File: src/rtl/led_comet_pwm.sv
// led_comet_pwm: per-channel PWM LED driver; lit positions load to peak and fade out in steps,
// leaving a comet tail behind the moving dot. Duty is shadowed once per frame.
module led_comet_pwm #(
    parameter int CH         = 8,
    parameter int PWM_BITS   = 8,
    parameter int DECAY_DIV  = 50000,
    parameter int DECAY_STEP = 16
) (
    input  logic                clk,
    input  logic                rst,
    input  logic                en,
    input  logic [CH-1:0]       pattern_in,
    input  logic [PWM_BITS-1:0] peak,
    output logic [CH-1:0]       pwm_out,
    output logic                frame_start
);
    localparam int DW = DECAY_DIV > 1 ? $clog2(DECAY_DIV) : 1;
    localparam logic [DW-1:0] DEC_LAST = DW'(DECAY_DIV - 1);
    localparam logic [PWM_BITS-1:0] STEP = PWM_BITS'(DECAY_STEP);

    logic [PWM_BITS-1:0]          pwm_cnt;
    logic [DW-1:0]                dec_cnt;
    logic [CH-1:0][PWM_BITS-1:0]  level;
    logic [CH-1:0][PWM_BITS-1:0]  duty;
    logic                         decay_tick;
    logic                         frame_end;

    assign decay_tick = en && dec_cnt == DEC_LAST;
    assign frame_end  = en && pwm_cnt == '1;

    always_ff @(posedge clk) begin
        if (rst) begin
            pwm_cnt     <= '0;
            dec_cnt     <= '0;
            level       <= '0;
            duty        <= '0;
            pwm_out     <= '0;
            frame_start <= 1'b0;
        end else begin
            pwm_cnt     <= en ? pwm_cnt + 1'b1 : '0;
            dec_cnt     <= (!en || decay_tick) ? '0 : dec_cnt + 1'b1;
            frame_start <= en && pwm_cnt == '0;
            for (int i = 0; i < CH; i++) begin
                pwm_out[i] <= en && pwm_cnt < duty[i];
                if (frame_end)
                    duty[i] <= level[i];
                // a load wins over a coincident decay tick; decay saturates at zero
                level[i] <= pattern_in[i] ? peak :
                            decay_tick ? (level[i] > STEP ? level[i] - STEP : '0) :
                            level[i];
            end
        end
    end
endmodule

File: config.mk
export PLATFORM = sky130hd
export DESIGN_NAME = led_comet_pwm
export DESIGN_NICKNAME = d
export VERILOG_FILES = /design/src/rtl/led_comet_pwm.sv
export SDC_FILE = /design/constraint.sdc
export NUM_CORES = 1
export LEC_CHECK = 0
export CORE_MARGIN = 1
export CORE_UTILIZATION = 45
export DETAILED_ROUTE_END_ITERATION = 6
export HOLD_SLACK_MARGIN = 0.02
export PLACE_DENSITY = 0.7
export SKIP_CTS_REPAIR_TIMING = 1
export SLEW_MARGIN = 20
export SYNTH_ARGS = -nofsm -noshare
export SYNTH_HDL_FRONTEND = slang
export SYNTH_SLANG_ARGS = --single-unit
File: constraint.sdc
create_clock -name clk -period 2.15 [get_ports clk]
set_clock_uncertainty 0.05 [all_clocks]
set_input_delay 0.645 -clock clk [delete_from_list [all_inputs] [get_ports clk]]
set_output_delay 0.645 -clock clk [all_outputs]
set_load 0.03 [all_outputs]
After elaboration in Yosys (flattened, before gate mapping)

Index checks and enable logic that the tools add are counted.

Word-level logic and storage cells: 97
Output and inout bits: 9
Register bits after elaboration: 161

Bitwise logic cells: 1
Add/subtract/negate cells: 10
Order comparisons: 16
Equality and inequality tests: 2
Muxes and demuxes: 24
Reductions and logical operators: 24

Operators with widths:

| cell                    | count |
|---|---|
| $mux W8                 | 24 |
| $gt A8 B5 Y1 const B    | 8 |
| $lt A8 B8 Y1            | 8 |
| $sub A8 B5 Y8 const B   | 8 |
| $add A16 B1 Y16 const B | 1 |
| $eq A16 B16 Y1 const B  | 1 |
| $reduce_bool A2 Y1      | 8 |
| $logic_and A1 B1 Y1     | 11 |
| $add A8 B1 Y8 const B   | 1 |
| $eq A8 B8 Y1 const B    | 1 |
| $logic_not A8 Y1        | 1 |
| $reduce_or A2 Y1        | 2 |
| $logic_not A1 Y1        | 1 |
| $logic_or A1 B1 Y1      | 1 |
| $not A1 Y1              | 1 |

Longest topological paths before layout

Gate-level depths: netlist of the first run.

Depth in word-level cells: 4
Mapped depth: 8
Depth with buffers taken out: 7

Worst setup path after synthesis of the first run

No wires, ideal clock.

Path kind: reg-to-reg
From: register pwm_cnt[1]
To: register duty[0] (netlist bit)
Path buffers: 2
Stages on the path, launching flop included: 8
Data required time: 1968 ps
Arrival: 1726 ps
Library setup time: 132 ps
Slack: 242 ps
Path through: dfxtp_1 > ha_1 > nand2_1 > or3_1 > clkbuf_1 > clkbuf_1 > nand2_1 > a21oi_1

Cells in the longest elaborated chain, start to end: 2

RTL lines:

| what                            | RTL line | source |
|---|---|---|
| from (decl)                     | 21       | `logic [PWM_BITS-1:0] pwm_cnt;` |
| from (signal assigned)          | 40       | `pwm_cnt <= en ? pwm_cnt + 1'b1 : '0;` |
| $eq A8 B8 Y1                    | 29       | `assign frame_end = en && pwm_cnt == '1;` |
| $logic_and A1 B1 Y1             | 29       |  |
| to (signal, indexed assignment) | 46       | `duty[i] <= level[i];` |
| to (decl)                       | 24       | `logic [CH-1:0][PWM_BITS-1:0] duty;` |

No other way between the ends.
A chain may end at the register's enable or synchronous reset.

Final worst setup path of the first run

From: input en
To: register level[13] (netlist bit)

Cells in the longest elaborated chain, start to end: 2

RTL lines:

| what                                | RTL line | source |
|---|---|---|
| from (decl)                         | 11       | `input logic en,` |
| $logic_and A1 B1 Y1                 | 28       | `assign decay_tick = en && dec_cnt == DEC_LAST;` |
| $reduce_bool A2 Y1 (no source line) | --       |  |
| to (signal, indexed assignment)     | 48       | `level[i] <= pattern_in[i] ? peak :` |
| to (decl)                           | 23       | `logic [CH-1:0][PWM_BITS-1:0] level;` |

No other way between the ends.

==> metrics.txt, run 1 <==
outcome=complete, no violations; num rows=48; CTS Buffer Depth=2; Final #Nets=1108; core area=17300 um^2; Util after Layout=0.559; Synth warnings=0; Synth top area share=0.403; Main synth FF type=dfxtp_1; Synth Area in Compound Gates=0.203; Worst Max-Slew Pin Slew=0.623 ns; critical path capture point type=flop; post-synthesis adder-cell area fraction=0.117; xor/xnor cell area share of the yosys netlist=0.0285; via count=6862; first-pass GRT wire length=31400 um; Initial Util=0.462; # setup viols final=0; Final Max Tran Viols=0; register bit count reported by yosys=161; Min Clock Period, post-route=2.11 ns; layout cells sized above 1=0.106; clock root cell=clkbuf_16; WL/cell=15.9 um; Hold WS=0.403 ns; period utilization=0.983; final wirelength=19900 um; die area=18300 um^2; Synth cell types=37; RSZ-0062 raised after global routing=no; FMAX=473 MHz; max cap viols=0; vias per std cell=5.49; WS Path Type=primary input to flop; clock slew seen by the registers of the worst setup and hold paths=0.06 ns; leakage power=3.54 nW; Pre-Repair DR Iteration Count=6; Hold Crit Start=duty[31]; top-count cell post-synth=dfxtp_1; Critical Path Start=en; CP Launch Type=primary input; number of CTS-inserted buffers=17; vias in the first global route=6278; synthesized instance count=956; Hold Path Class=flop to flop; worst-path fanout max=11; antenna fix cells=0; GR Util All Layers=0.223; Iter 0 DRT Violations=500; register area share after synthesis=0.403; commonest cells in the netlist=dfxtp_1 (161), nand2_1 (150), a21oi_1 (98); Arr. time, crit path=2.34 ns; Ports=28; die width=135 um; # port buffers=27; Avg Inst Size Synth=8.36 um^2; EDFF count, synth=0; worst vdd ir=0.589 mV; Synth-to-Final Area Change=21.0%; Final Hold Viols=0; post-synthesis mux area share=0; Synth area leader=dfxtp_1; Post-synth ARST share=0; largest family of logic cells by synthesized area=compound AO/OA/AOI/OAI gates; Clock Latency Late Sink=0.42 ns; gp weighted congestion=0.839; CTS tree=built; Worst slew margin=0.585; Power Dens Cells=721 nW/um^2; Synth Cell Area=8000 um^2; largest net degree at the start of global routing=129; syn_nets=1050; total grt overflow=0; Die Ht=135 um; DRC viols=0; CP Data Required Time=2.38 ns; leading post-synthesis cells by cell area=dfxtp_1 (40%), ha_1 (12%), nand2_1 (7.0%); Final HPWL DP=12600 um; reg2reg start=dec_cnt[0]; # H-tree levels=4; CTS sink cnt=161; initial antenna violation count=1; Antenna Violating Nets Remaining=0; fraction of the mapped netlist area in simple logic gates=0.180
cells by family after synthesis:
family	Yosys count
AO/OA/AOI/OAI	242
XOR/XNOR	26
adder cells (fa/ha/maj)	75
buffers and inverters	137
flip-flops	161
AND/OR/NAND/NOR	315
layout by cell type, fill, tap and decap left out, types with 19 or more instances in the layout:
master,netlist,final
a22oi_1,56,56
dfxtp_1,161,160
clkdlybuf4s50_1,0,26
nor2_1,74,74
nand3_1,20,20
nand2_1,150,150
buf_4,2,48
a21oi_1,98,98
inv_1,85,85
clkbuf_16,0,19
ha_1,75,75
per-stage QoR:
step           setup TNS, ns  power [mW]  instances  area (um^2)  worst slack [ns]
2_1_floorplan              0        3.54        956         8000             0.242
3_3_place_gp          -31.54        3.73       1217         8960            -0.300
3_5_place_dp          -33.55        3.74       1217         8960            -0.327
4_1_cts              -0.0705        7.01       1248         9600           -0.0705
5_1_grt                    0        7.23       1251         9680           0.00960
6_report                   0        6.97       1251         9680            0.0359
report_power, final:
group,internal [mW],switching [mW]
clock network,2.11,1.18
registers,3.06,0.0880
logic,0.238,0.295
total,5.41,1.56
layout make-up:
type | instances | area [um^2]
Clock buffer | 20 | 457
Clock inverter | 11 | 185
Fill cell | 1581 | 7620
Inverter | 85 | 319
Multi-Input combinational cell | 658 | 4240
Sequential cell | 161 | 3220
Tap cell | 225 | 282
Timing Repair Buffer | 91 | 971
routing by layer:
layer	share of wire	wire length [um]	global-route usage
met1	0.45	8910	0.291
met2	0.47	9300	0.366
met3	0.063	1250	0.0449
met4	0.020	403	0.0705
met5	0	0	0
worst max-delay path, cell delays in order:
cell and delay (ns):
clkdlybuf4s50_1 0.50, and4_1 0.20, and4_4 0.30, buf_12 0.13, clkbuf_16 0.16, buf_4 0.12
nor2_1 0.05, a22oi_1 0.14, a21oi_1 0.08
registers in the layout, summed over array words and instances, names as in the netlist:
signal	flops
pwm_cnt	8
level	64
dec_cnt	16
frame_start	1
duty	64
pwm_out	8
worst paths after layout:
kind | to | slack, ns | cells after the start
setup / recovery | level[13] | 0.04 | 9
hold / removal | duty[31] | 0.40 | 2
setup reg to reg | level[13] | 0.11 | 9
hold reg to reg | duty[31] | 0.40 | 2
Note: power is estimated with default switching activity, not from simulation.
==> run 2: changes to the inputs <==
Settings changed: CORE_MARGIN 1 to 5, CTS_BUF_LIST set to sky130_fd_sc_hd__clkbuf_16.
==> run 2 against run 1 <==
Routed wire length shrank 2.0%. Hold slack improved by 0.00081 ns. Non-clock buffer count down 17. Final cell count decreased by 1.4%. Clock-buffer cell count is 3 lower. Critical path type is now flop to primary output. Largest cell class unchanged.
==> metrics.txt, run 2 (same netlist as run 1, synthesis figures left out) <==
worst reg2reg setup slack=0.12 ns; DP Area=8760 um^2; total grt overflow=0; core area=17400 um^2; # fillers=1593; num rows=48; Final #Nets=1091; Synth-to-Final Area Change=17.4%; # port buffers=27; Power Dens Cells=732 nW/um^2; WS Path Type=flop to primary output; number of CTS-inserted buffers=17; Worst slew margin=0.580; # setup viols final=0; reg2reg start=pwm_cnt[4]; slowest CP cell=clkdlybuf4s50_1; Final Max Tran Viols=0; layout cells sized above 1=0.0882; Hold WS=0.404 ns; Die Ht=143 um; GR Util All Layers=0.195; Worst R2R Path Depth=8; final wirelength=19500 um; Arr. time, crit path=1.40 ns; routing usage on met3=0.0386; period utilization=0.973; outcome=complete, no violations; worst vdd ir=0.567 mV; cell depth of the worst hold path=2; CTS tree=built; worst path bufs/invs=1; # H-tree levels=4; largest net degree at the start of global routing=129; die area=20500 um^2; Ports=28; gp weighted congestion=0.807; Pre-Repair DR Iteration Count=5; Hold Path Class=flop to flop; CP Data Required Time=1.45 ns; die width=143 um; Top delay family on crit path=buffers and inverters; Final Hold Viols=0; max cap viols=0; biggest registers after layout=duty x64, level x64, dec_cnt x16; Initial Util=0.461; antenna fix cells=0; Antenna Violating Nets Remaining=0; most frequent cells in the layout=dfxtp_1 (161), nand2_1 (150), a21oi_1 (98); clock slew seen by the registers of the worst setup and hold paths=0.06 ns; Util after Layout=0.541; CTS Buffer Depth=2; clock root cell=clkbuf_16; M2 GR Usage=0.317; WL/cell=15.8 um; Post-Place Cells=1203; via count=6791; post-route cell area=9390 um^2; leading cell type in the layout, fill and taps excluded=dfxtp_1; critical path capture point type=primary output; Iter 0 DRT Violations=367; first-pass GRT wire length=31800 um; Final HPWL DP=12600 um; initial antenna violation count=0; hold path endpoint=duty[59]; final setup TNS=0 ns; Min Clock Period, post-route=2.09 ns; worst-path fanout max=1; Non-Filler Instances=1234; Worst Max-Slew Pin Slew=0.629 ns; CP Launch Type=flop; crit-path cells=clkdlybuf4s50_1; DRC viols=0; vias per std cell=5.50; Hold Crit Start=duty[59]; worst reg2reg endpoint=pwm_out[5]; leakage power=3.43 nW; met1 usage=0.262; vias in the first global route=6380; busiest grt layer=met2; CP peak stage delay=0.67 ns; RSZ-0062 raised after global routing=no; FMAX=478 MHz; Clock Latency Late Sink=0.43 ns; CTS sink cnt=161
## run 2: changes by cell type in the layout (fill, tap and decap cells not counted), moves of 3 or more
cell / previous run / this run
inv_6: 0 / 3
o21ai_0: 13 / 10
buf_4: 48 / 40
buf_12: 15 / 7
o21ai_1: 5 / 9
## run 2: how the worst max path moves through the flow
stage	startpoint	to	slack, ns	cells after the start
6_report	frame_start	frame_start	0.06	1
2_1_floorplan	pwm_cnt[1]	duty[0]	0.24	7
4_1_cts	en	level[17]	-0.04	7
3_3_place_gp	en	level[11]	-0.33	7
3_5_place_dp	en	level[8]	-0.41	7
5_1_grt	pwm_out[1]	pwm_out[1]	0.002	1
## run 2: cell type report
| type | count | area (um^2) | area share |
|---|---|---|---|
| multi-input cells | 658 | 4240 | 0.451 |
| flip-flops and latches | 161 | 3220 | 0.343 |
| repair buffers | 74 | 717 | 0.0764 |
| clock buffers | 17 | 425 | 0.0453 |
| inverters | 85 | 319 | 0.0340 |
| well taps | 225 | 282 | 0.0300 |
| clock inverters | 14 | 188 | 0.0200 |
## run 2: metal layers
layer / up-vias / part of all wire
met1: 3208 / 0.47
met3: 29 / 0.046
met4: 0 / 0.019
met2: 143 / 0.46
li1: 3411 / -
met5: - / 0
## run 2: where the power goes
| part | switching (mW) | internal [mW] | leakage (nW) | total [mW] |
|---|---|---|---|---|
| clock | 1.26 | 1.94 | 0.299 | 3.20 |
| combinational | 0.292 | 0.233 | 1.83 | 0.525 |
| sequential | 0.0890 | 3.06 | 1.31 | 3.15 |
## run 2: stage by stage
| stage | total power [mW] | setup slack (ns) |
|---|---|---|
| after floorplan | 3.54 | 0.242 |
| after global placement | 3.72 | -0.335 |
| after detailed placement | 3.74 | -0.405 |
| after CTS | 6.91 | -0.0375 |
| after global routing | 7.12 | 0.00184 |
| final | 6.88 | 0.0575 |
==> run 3: changes to the inputs <==
Clock period 2.15 ns to 2.66 ns, I/O delays scaled along.
==> run 3 against run 2 <==
Total power down 24%. Sequential share of layout area up 0.74 points. Final cell count down 1.1%. First-iteration DRC count rose by 40%. Final area down 2.1%. Flip-flop and latch count stayed put. Global-route usage is 0.13 points higher. Register-to-register slack gained 0.38 ns. Hold slack hardly changed. Clock power down 29%. Die area is the same. Largest power group is now sequential cells.
==> metrics.txt, run 3 (same netlist as run 1, synthesis figures left out) <==
DRC viols=0; CTS Buffer Depth=2; core area=17400 um^2; critical path capture point type=flop; initial antenna violation count=0; worst setup margin=0.379 ns; GR Util All Layers=0.196; internal power=3.93 mW; cell depth of the worst hold path=2; vias in the first global route=6234; leakage power=3.29 nW; Clock Latency Late Sink=0.43 ns; Worst R2R Path Depth=6; WS Path Type=primary input to flop; FMAX=438 MHz; # H-tree levels=4; Worst slew margin=0.312; Antenna Violating Nets Remaining=0; Min Clock Period, post-route=2.28 ns; Worst Max-Slew Pin Slew=1.03 ns; clock power share=0.435; total grt overflow=0; worst vdd ir=0.452 mV; highest metal used=met4; via count=6711; Power Dens Cells=570 nW/um^2; Hold Path Class=flop to flop; sw frac=0.250; num rows=48; Hold WS=0.403 ns; Die Ht=143 um; Psw=1.31 mW; Initial Util=0.461; clock slew seen by the registers of the worst setup and hold paths=0.06 ns; die area=20500 um^2; Non-Filler Instances=1220; layout cells sized above 1=0.0724; final wirelength=19300 um; Final Max Tran Viols=0; most frequent cells in the layout=dfxtp_1 (161), nand2_1 (150), a21oi_1 (98); CTS sink cnt=161; Sequential Area=3220 um^2; CTS tree=built; gp weighted congestion=0.786; wire length on met1=9220 um; Final HPWL DP=12500 um; Arr. time, crit path=2.52 ns; max cap viols=0; RSZ-0062 raised after global routing=no; outcome=complete, no violations; first-pass GRT wire length=31700 um; antenna fix cells=0; CP Data Required Time=2.90 ns; Place WS=-0.0202 ns; largest net degree at the start of global routing=129; biggest registers after layout=duty x64, level x64, dec_cnt x16; Post-Place Cells=1189; DR WL met3=908 um; Final Hold Viols=0; Synth-to-Final Area Change=15.0%; # setup viols final=0; die width=143 um; Comb pwr share=0.078; clock root cell=clkbuf_16; vias per std cell=5.50; # port buffers=27; multi-input logic area=4230 um^2; period utilization=0.858; met2 WL post-DR=8810 um; leading cell type in the layout, fill and taps excluded=dfxtp_1; number of CTS-inserted buffers=17; WL/cell=15.9 um; Final #Nets=1077; Ports=28; # fillers=1619; Pre-Repair DR Iteration Count=5; part of the power in registers=0.486; CP Launch Type=primary input; Iter 0 DRT Violations=513; worst-path fanout max=28
==> run 3: cell types whose count changed in the layout (fill, tap and decap cells not counted), sizes merged <==
| cell | before | now |
|---|---|---|
| buf | 48 | 34 |
| clkinv | 4 | 9 |
| bufinv | 4 | 1 |
| clkdlybuf4s50 | 24 | 26 |
| dlymetal6s2s | 2 | 0 |
| clkinvlp | 2 | 1 |
| inv | 89 | 88 |
==> run 3: worst max-delay path, cell delays in order <==
cell	delay, ns
clkdlybuf4s50_1	0.49
and4_1	0.20
and4_1	0.34
buf_12	0.22
o21ai_0	0.20
a22oi_1	0.21
nor2_1	0.06
==> run 3: per-layer routing <==
| metal | GRT usage | vias up |
|---|---|---|
| li1 | - | 3381 |
| met1 | 0.268 | 3146 |
| met2 | 0.308 | 154 |
| met4 | 0.0649 | 0 |
| met5 | 0 | - |
| met3 | 0.0449 | 30 |
==> run 3: stage by stage <==
step | area [um^2] | util | TNS, ns | total power, mW
final | 9190 | 0.530 | 0 | 5.24
after CTS | 9190 | 0.530 | 0 | 5.28
after floorplan | 8000 | - | 0 | 2.86
after detailed placement | 8650 | 0.498 | -0.0528 | 3.01
after global placement | 8650 | 0.498 | 0 | 3.00
after global routing | 9190 | 0.530 | 0 | 5.46
==> run 3: final timing paths <==
| check | startpoint | endpoint | slack [ns] |
|---|---|---|---|
| setup / recovery | en | level[10] | 0.38 |
| setup reg to reg | pwm_cnt[4] | pwm_out[5] | 0.50 |
| hold / removal | duty[55] | duty[55] | 0.40 |
| hold reg to reg | duty[55] | duty[55] | 0.40 |
==> run 3: power by group through the flow <==
stage | combinational (mW) | sequential, mW | clock (mW)
2_1_floorplan | 0.274 | 2.58 | 0
4_1_cts | 0.409 | 2.55 | 2.33
3_5_place_dp | 0.407 | 2.60 | 0
3_3_place_gp | 0.401 | 2.60 | 0
6_report | 0.410 | 2.55 | 2.28
5_1_grt | 0.456 | 2.56 | 2.45
==> run 3: cell type report <==
| class | count | area share |
|---|---|---|
| Clock buffer | 17 | 0.0463 |
| Clock inverter | 14 | 0.0129 |
| Inverter | 85 | 0.0347 |
| Multi-Input combinational cell | 658 | 0.461 |
| Sequential cell | 161 | 0.351 |
| Tap cell | 225 | 0.0306 |
| Timing Repair Buffer | 60 | 0.0643 |
